**config.mk**
```make
export PLATFORM = sky130hd
export DESIGN_NAME = wb_arbiter_2m
export DESIGN_NICKNAME = d
export VERILOG_FILES = /design/src/rtl/wb_arbiter_2m.sv
export SDC_FILE = /design/constraint.sdc
export NUM_CORES = 1
export LEC_CHECK = 0
export CAP_MARGIN = 20
export CORE_UTILIZATION = 24
export CTS_BUF_LIST = sky130_fd_sc_hd__clkbuf_8
export CTS_CLUSTER_SIZE = 28
export DETAILED_ROUTE_END_ITERATION = 16
export PLACE_DENSITY_LB_ADDON = 0.3
export SLEW_MARGIN = 25
export SYNTH_ARGS = -nofsm -noshare
export SYNTH_HDL_FRONTEND = slang
export SYNTH_SLANG_ARGS = --single-unit
export TNS_END_PERCENT = 50
```
**constraint.sdc**
```tcl
create_clock -name clk -period 1.65 [get_ports clk]
set_input_delay 0.33 -clock clk [delete_from_list [all_inputs] [get_ports clk]]
set_output_delay 0.33 -clock clk [all_outputs]
set_load 0.05 [all_outputs]
```
**src/rtl/wb_arbiter_2m.sv**
```systemverilog
// Two-master / one-slave Wishbone arbiter placed in front of the 16-bit BRAM.
// Master 0 is the DCPU16 instruction-fetch port and master 1 is the data/DMA port.
// A request is granted one cycle after it is seen.
// A grant stays with its master for as long as that master holds cyc.
// When both masters request together, the priority bit chooses the winner round-robin.
// A watchdog changes a slave access that never terminates into a master-side err.
module wb_arbiter_2m #(
    parameter int AW      = 17,
    parameter int DW      = 17,
    parameter int TIMEOUT = 64
) (
    input  logic          clk,
    input  logic          rst,

    input  logic [AW-1:0] m0_adr,
    input  logic [DW-1:0] m0_din,
    output logic [DW-1:0] m0_dout,
    input  logic          m0_cyc,
    input  logic          m0_stb,
    input  logic [1:0]    m0_sel,
    input  logic          m0_we,
    output logic          m0_ack,
    output logic          m0_err,
    output logic          m0_rty,

    input  logic [AW-1:0] m1_adr,
    input  logic [DW-1:0] m1_din,
    output logic [DW-1:0] m1_dout,
    input  logic          m1_cyc,
    input  logic          m1_stb,
    input  logic [1:0]    m1_sel,
    input  logic          m1_we,
    output logic          m1_ack,
    output logic          m1_err,
    output logic          m1_rty,

    output logic [AW-1:0] s_adr,
    output logic [DW-1:0] s_din,
    input  logic [DW-1:0] s_dout,
    output logic          s_cyc,
    output logic          s_stb,
    output logic [1:0]    s_sel,
    output logic          s_we,
    input  logic          s_ack,
    input  logic          s_err,
    input  logic          s_rty
);

    typedef enum logic [1:0] {
        IDLE = 2'd0,
        GNT0 = 2'd1,
        GNT1 = 2'd2
    } state_t;

    localparam logic [7:0] TIMEOUT_8 = 8'(TIMEOUT);

    state_t     state;
    logic       pri;
    logic [7:0] wdc;
    logic       wd_fire;
    logic       term;

    assign term = s_ack | s_err | s_rty;

    // The watchdog fires when the counter reaches the limit.
    // A limit of zero switches the watchdog off completely.
    always_comb begin
        wd_fire = 1'b0;
        if (TIMEOUT != 0 && wdc == TIMEOUT_8)
            wd_fire = 1'b1;
    end

    // Grant FSM: round-robin choice from IDLE, then lock on the winner until it drops cyc.
    // Releasing a grant hands priority to the other master.
    always_ff @(posedge clk) begin
        if (rst) begin
            state <= IDLE;
            pri   <= 1'b0;
        end else begin
            case (state)
                IDLE: begin
                    if (m0_cyc && m1_cyc)
                        state <= pri ? GNT1 : GNT0;
                    else if (m0_cyc)
                        state <= GNT0;
                    else if (m1_cyc)
                        state <= GNT1;
                end
                GNT0: begin
                    if (!m0_cyc) begin
                        state <= IDLE;
                        pri   <= 1'b1;
                    end
                end
                GNT1: begin
                    if (!m1_cyc) begin
                        state <= IDLE;
                        pri   <= 1'b0;
                    end
                end
                default: state <= IDLE;
            endcase
        end
    end

    // Watchdog counter: counts cycles in which an access is strobed but not yet terminated.
    // It restarts on any termination, on a gap in stb, or when the grant is lost.
    // A gap in stb includes the cycle in which the watchdog suppresses stb itself.
    always_ff @(posedge clk) begin
        if (rst)
            wdc <= 8'd0;
        else if (TIMEOUT == 0)
            wdc <= 8'd0;
        else if (s_cyc && s_stb && !term)
            wdc <= wdc + 8'd1;
        else
            wdc <= 8'd0;
    end

    // Datapath mux, selected by the grant state.
    // Terminations and read data pass straight through, so they add no latency.
    // The master that holds no grant sees all zeros.
    always_comb begin
        s_adr   = '0;
        s_din   = '0;
        s_sel   = 2'b00;
        s_we    = 1'b0;
        s_cyc   = 1'b0;
        s_stb   = 1'b0;
        m0_dout = '0;
        m0_ack  = 1'b0;
        m0_err  = 1'b0;
        m0_rty  = 1'b0;
        m1_dout = '0;
        m1_ack  = 1'b0;
        m1_err  = 1'b0;
        m1_rty  = 1'b0;
        case (state)
            GNT0: begin
                s_adr   = m0_adr;
                s_din   = m0_din;
                s_sel   = m0_sel;
                s_we    = m0_we;
                s_cyc   = m0_cyc;
                s_stb   = m0_stb & ~wd_fire;
                m0_dout = s_dout;
                m0_ack  = s_ack;
                m0_err  = s_err | wd_fire;
                m0_rty  = s_rty;
            end
            GNT1: begin
                s_adr   = m1_adr;
                s_din   = m1_din;
                s_sel   = m1_sel;
                s_we    = m1_we;
                s_cyc   = m1_cyc;
                s_stb   = m1_stb & ~wd_fire;
                m1_dout = s_dout;
                m1_ack  = s_ack;
                m1_err  = s_err | wd_fire;
                m1_rty  = s_rty;
            end
            default: ;
        endcase
    end

endmodule

```
==> results of run 1 <==
==> metrics by stage <==
step	util	hold WS [ns]
after global placement	0.782	0.472
after CTS	0.943	0.513
after detailed placement	0.782	0.488
after floorplan	-	0.399
==> cell families after synthesis <==
family | after synthesis | synth area share
buffers and inverters | 27 | 0.0693
DFF | 11 | 0.151
xor gates and xnor gates | 3 | 0.0180
AOI/OAI and AO/OA | 55 | 0.285
and+or+nand+nor | 101 | 0.426
muxes | 1 | 0.00770
adders and majority gates | 5 | 0.0428
==> repair_timing <==
item | CTS
endpoints found under the setup margin | 87
pin swaps | 11
gates resized for setup | 118
hold endpoints to repair | 0
setup buffers | 21
gates cloned | 11
==> routing by layer <==
layer / GRT overflow / global-route usage
met1: 0 / 0.674
met2: 35 / 0.983
met3: 0 / 0.494
met4: 27 / 0.880
met5: 0 / 0.0636
==> summary.md, run 1 <==
| Metric | Value |
|---|---|
| Status | stopped before the end |
| Fail Step | 5_1_grt |
| Error msg | [ERROR GRT-0232] Routing congestion too high. Check the congestion heatmap in the GUI. |
| Synthesized instance count | 203 |
| Synth top area cells | a22oi_1 (20%), nor2b_1 (17%), and2_1 (17%) |
| Post-Syn Area | 1460 µm² |
| Syn Area/Cell | 7.20 µm² |
| CTS Hold Buffers Added | 0 |
| IO Port Bufs | 178 |
| CTS H-Tree Depth | 1 |
| Synth top area share | 0.195 |
| Async SR Flop Fraction | 0 |
| Top-count cell post-synth | nor2b_1 |
| Top-Level Pins | 179 |
| Remaining Overflow, GRT | 62 |
| Total track usage | 0.734 |
| Clock buffer depth | 2 |
| Std cell rows | 28 |
| Largest net degree at the start of global routing | 16 |
| Placed instance count | 466 |
| CTS Sinks | 11 |
| Distinct cells, synth | 29 |
| Synthesized netlist net count | 308 |
| Flops & latches, synth | 11 |
| Area post-placement | 4600 µm² |
| GR repair worst EP | m0_err |
| Die X | 80.0 µm |
| Synth Flop Type | dfxtp_1 |
| Pre-CTS WS | -0.243 ns |
| Most frequent cells after synthesis | nor2b_1 (40), and2_1 (39), a22oi_1 (38) |
| Initial core utilization | 0.248 |
| Dpl hpwl | 6630 µm |
| Worst endpoint type | top-level output |
| Die Span Y | 80.0 µm |
| Yosys Warn Count | 0 |
| Post-synth top area cell | a22oi_1 |
| TritonCTS Buffers | 3 |
| Root Driver | clkbuf_8 |
| Sequential area share after synthesis | 0.151 |
| Routability cong. | 0.840 |
| Post-synth EDFFs | 0 |
==> run 2: changes to the inputs <==
--- a/config.mk
+++ b/config.mk
@@ -6,11 +6,9 @@
 export NUM_CORES = 1
 export LEC_CHECK = 0
 export CAP_MARGIN = 20
-export CORE_UTILIZATION = 24
-export CTS_BUF_LIST = sky130_fd_sc_hd__clkbuf_8
-export CTS_CLUSTER_SIZE = 28
+export CORE_UTILIZATION = 27
 export DETAILED_ROUTE_END_ITERATION = 16
-export PLACE_DENSITY_LB_ADDON = 0.3
+export PLACE_DENSITY_LB_ADDON = 0.15
 export SLEW_MARGIN = 25
 export SYNTH_ARGS = -nofsm -noshare
 export SYNTH_HDL_FRONTEND = slang
==> constraint.sdc (replaced) <==
create_clock -name clk -period 2.15 [get_ports clk]
set_input_delay 0.43 -clock clk [delete_from_list [all_inputs] [get_ports clk]]
set_output_delay 0.43 -clock clk [all_outputs]
set_load 0.05 [all_outputs]
==> summary.md, run 2 <==
| Metric | Value |
|---|---|
| Status | finished with violations |
| Violated checks | setup timing |
| WL/cell | 16.5 µm |
| Number of global-route vias before repair | 2,066 |
| Power Density | 374 nW/µm² |
| Leakage power | 0.00156 µW |
| Top-count cell post-synth | nor2b_1 |
| Initial core utilization | 0.283 (+0.0342) |
| Vias | 2,215 |
| IO Port Bufs | 178 (unchanged) |
| Period utilisation layout | 1.03 |
| Core ar. | 5170 µm² |
| Clock buffer depth | 2 (unchanged) |
| Design Power | 1630 µW |
| Fraction of layout cells with a size suffix above 1 | 0.379 |
| Area post-placement | 4220 µm² (-8.2%) |
| Final setup violating endpoints | 2 |
| Root Driver | clkbuf_8 |
| Synth Area in Compound Gates | 0.285 (unchanged) |
| Clock Skew | 0.00239 ns |
| CTS tree | yes |
| Largest net degree at the start of global routing | 47 |
| FF-to-FF setup slack | 0.46 ns |
| Crit path max fanout | 2 |
| Async SR Flop Fraction | 0 (unchanged) |
| Busiest grt layer | met2 |
| Worst Tran Pin Value | 0.345 ns |
| M3 GR Usage | 0.0503 |
| Post-Syn Area | 1460 µm² (unchanged) |
| XOR/XNOR Fraction of Synth Area | 0.0180 (unchanged) |
| Largest family of logic cells by synthesized area | simple AND/OR/NAND/NOR gates |
| TritonCTS Buffers | 3 (unchanged) |
| Area growth from synthesis to layout | 197% |
| Hold Slack | 0.498 ns |
| Required @ worst endpoint | 1.72 ns |
| CTS Hold Buffers Added | 0 (unchanged) |
| Fin. Hold Viols | 0 |
| Slew Limit Fails | 0 |
| Max-cap violation count | 0 |
| Yosys Warn Count | 0 (unchanged) |
| Remaining Overflow, GRT | 0 |
| Std cell rows | 26 (-7.1%) |
| Setup tns final | -0.133 ns |
| WS Path Type | reg -> out |
| Post-synth EDFFs | 0 (unchanged) |
| Die X | 75.6 µm (-5.6%) |
| Synthesized netlist net count | 308 (unchanged) |
| Clock transition at the registers of the reported paths | 0.05 ns |
| Most frequent cells in the layout | clkdlybuf4s50_1 (99), buf_12 (82), and2_1 (39), a22oi_1 (38), nor2b_2 (36) |
| Final nets | 483 |
| Data arrival, critical path | 1.79 ns |
| Post-Synth Adder-Cell Area | 0.0428 (unchanged) |
| Distinct cells, synth | 29 (unchanged) |
| Top-Level Pins | 179 (unchanged) |
| Later-pin clock latency in the skew report | 0.23 ns |
| Max frequency | 451 MHz |
| Synth Flop Type | dfxtp_1 |
| CTS Sinks | 11 (unchanged) |
| Die Span Y | 75.6 µm (-5.6%) |
| Die area | 5710 µm² |
| Vias per inst | 4.96 |
| Origin of the worst setup path | wdc[0] |
| Peak supply drop | 398 µV |
| Total track usage | 0.234 |
| Max reg flops | 8 |
| Syn Area/Cell | 7.20 µm² (unchanged) |
| Worst hold path class | reg -> reg |
| Design area | 4350 µm² |
| Slew headroom | 0.769 |
| Post-route setup slack | -0.0675 ns |
| Synth top area cells | a22oi_1 (20%), nor2b_1 (17%), and2_1 (17%) |
| Synthesized instance count | 203 (unchanged) |
| Flops & latches, synth | 11 (unchanged) |
| Register with the most flip-flops | wdc |
| Post-synth top area cell | a22oi_1 |
| Dpl hpwl | 5960 µm (-10%) |
| Largest regs | wdc x8, state x2, pri x1 |
| DRT Wirelength | 7360 µm |
| Initial antenna violation count | 0 |
| Drt pass-1 iters | 4 |
| Hold Startpoint | pri |
| Sequential area share after synthesis | 0.151 (unchanged) |
| Synth top area share | 0.195 (unchanged) |
| Most frequent cells after synthesis | nor2b_1 (40), and2_1 (39), a22oi_1 (38) |
| GRT met1 Usage | 0.248 |
| Antenna viol nets, final | 0 |
| Global-route wire length before repair | 10,200 µm |
| Most common cell after layout, fill and taps aside | clkdlybuf4s50_1 |
| Drc violations | 0 |
| RSZ-0062 raised after global routing | true |
| Initial DRC count | 69 |
| M2 GR Usage | 0.468 |
| R2R Path Start | state[0] |
| Launching element type of the critical path | flop |
| Post-synthesis simple-gate area fraction | 0.426 (unchanged) |
| CTS H-Tree Depth | 1 (unchanged) |
| Routability cong. | 0.744 (-11%) |
| Tmin final | 2.22 ns |
| Mux cell area share after synthesis | 0.00771 (unchanged) |
| # diodes | 0 |
| Critical Path Sink Type | output port |
[run 2: repair_timing]
item	CTS	global route
resized for setup	9	19
pin swaps	2	0
buffers inserted	0	0
setup endpoints to repair	8	37
[run 2: cells by family after synthesis]
kind of cell	after synthesis
AOI/OAI and AO/OA	55
xor gates and xnor gates	3
adders and majority gates	5
buffers and inverters	27
DFF	11
muxes	1
and+or+nand+nor	101
[run 2: layout make-up]
cell class	instances	area [µm²]
Multi-Input combinational cell	165	1270
Timing Repair Buffer	188	2690
Clock buffer	4	45.0
Tap cell	70	87.6
Fill cell	303	826
Inverter	9	33.8
Sequential cell	11	223
[run 2: through the flow]
step / utilization / setup slack (ns) / std cells
6_report: 0.840 / -0.0675 / 447
5_1_grt: 0.840 / -0.128 / 447
4_1_cts: 0.830 / -0.0733 / 447
3_5_place_dp: 0.817 / 0.0834 / 443
3_3_place_gp: 0.817 / 0.103 / 443
2_1_floorplan: - / -0.110 / 203
[run 2: routing by layer]
layer / share of wire / wire length [µm]
met1: 0.35 / 2570
met2: 0.56 / 4130
met3: 0.074 / 543
met4: 0.016 / 118
met5: 0 / 0
[run 2: where the power goes]
group / leakage [µW] / total, µW / switching [µW] / internal [µW]
logic: 0.00145 / 1210 / 574 / 634
registers: 0.0000899 / 216 / 5.34 / 211
clock network: 0.0000228 / 204 / 73.8 / 130
[run 2: worst max-delay path, stage by stage (launching register included)]
cell and delay [ns]:
dfxtp_2 0.31, inv_2 0.04, ha_1 0.12, or4b_4 0.48
o31a_4 0.32, nor2b_4 0.13, buf_12 0.14
[run 2: worst paths after layout]
kind                 end  cells after the start
setup / recovery  m1_err                      6
hold reg to reg      pri                      2
hold / removal       pri                      2
setup reg to reg  wdc[4]                      6
Note: power is estimated with default switching activity, not from simulation.
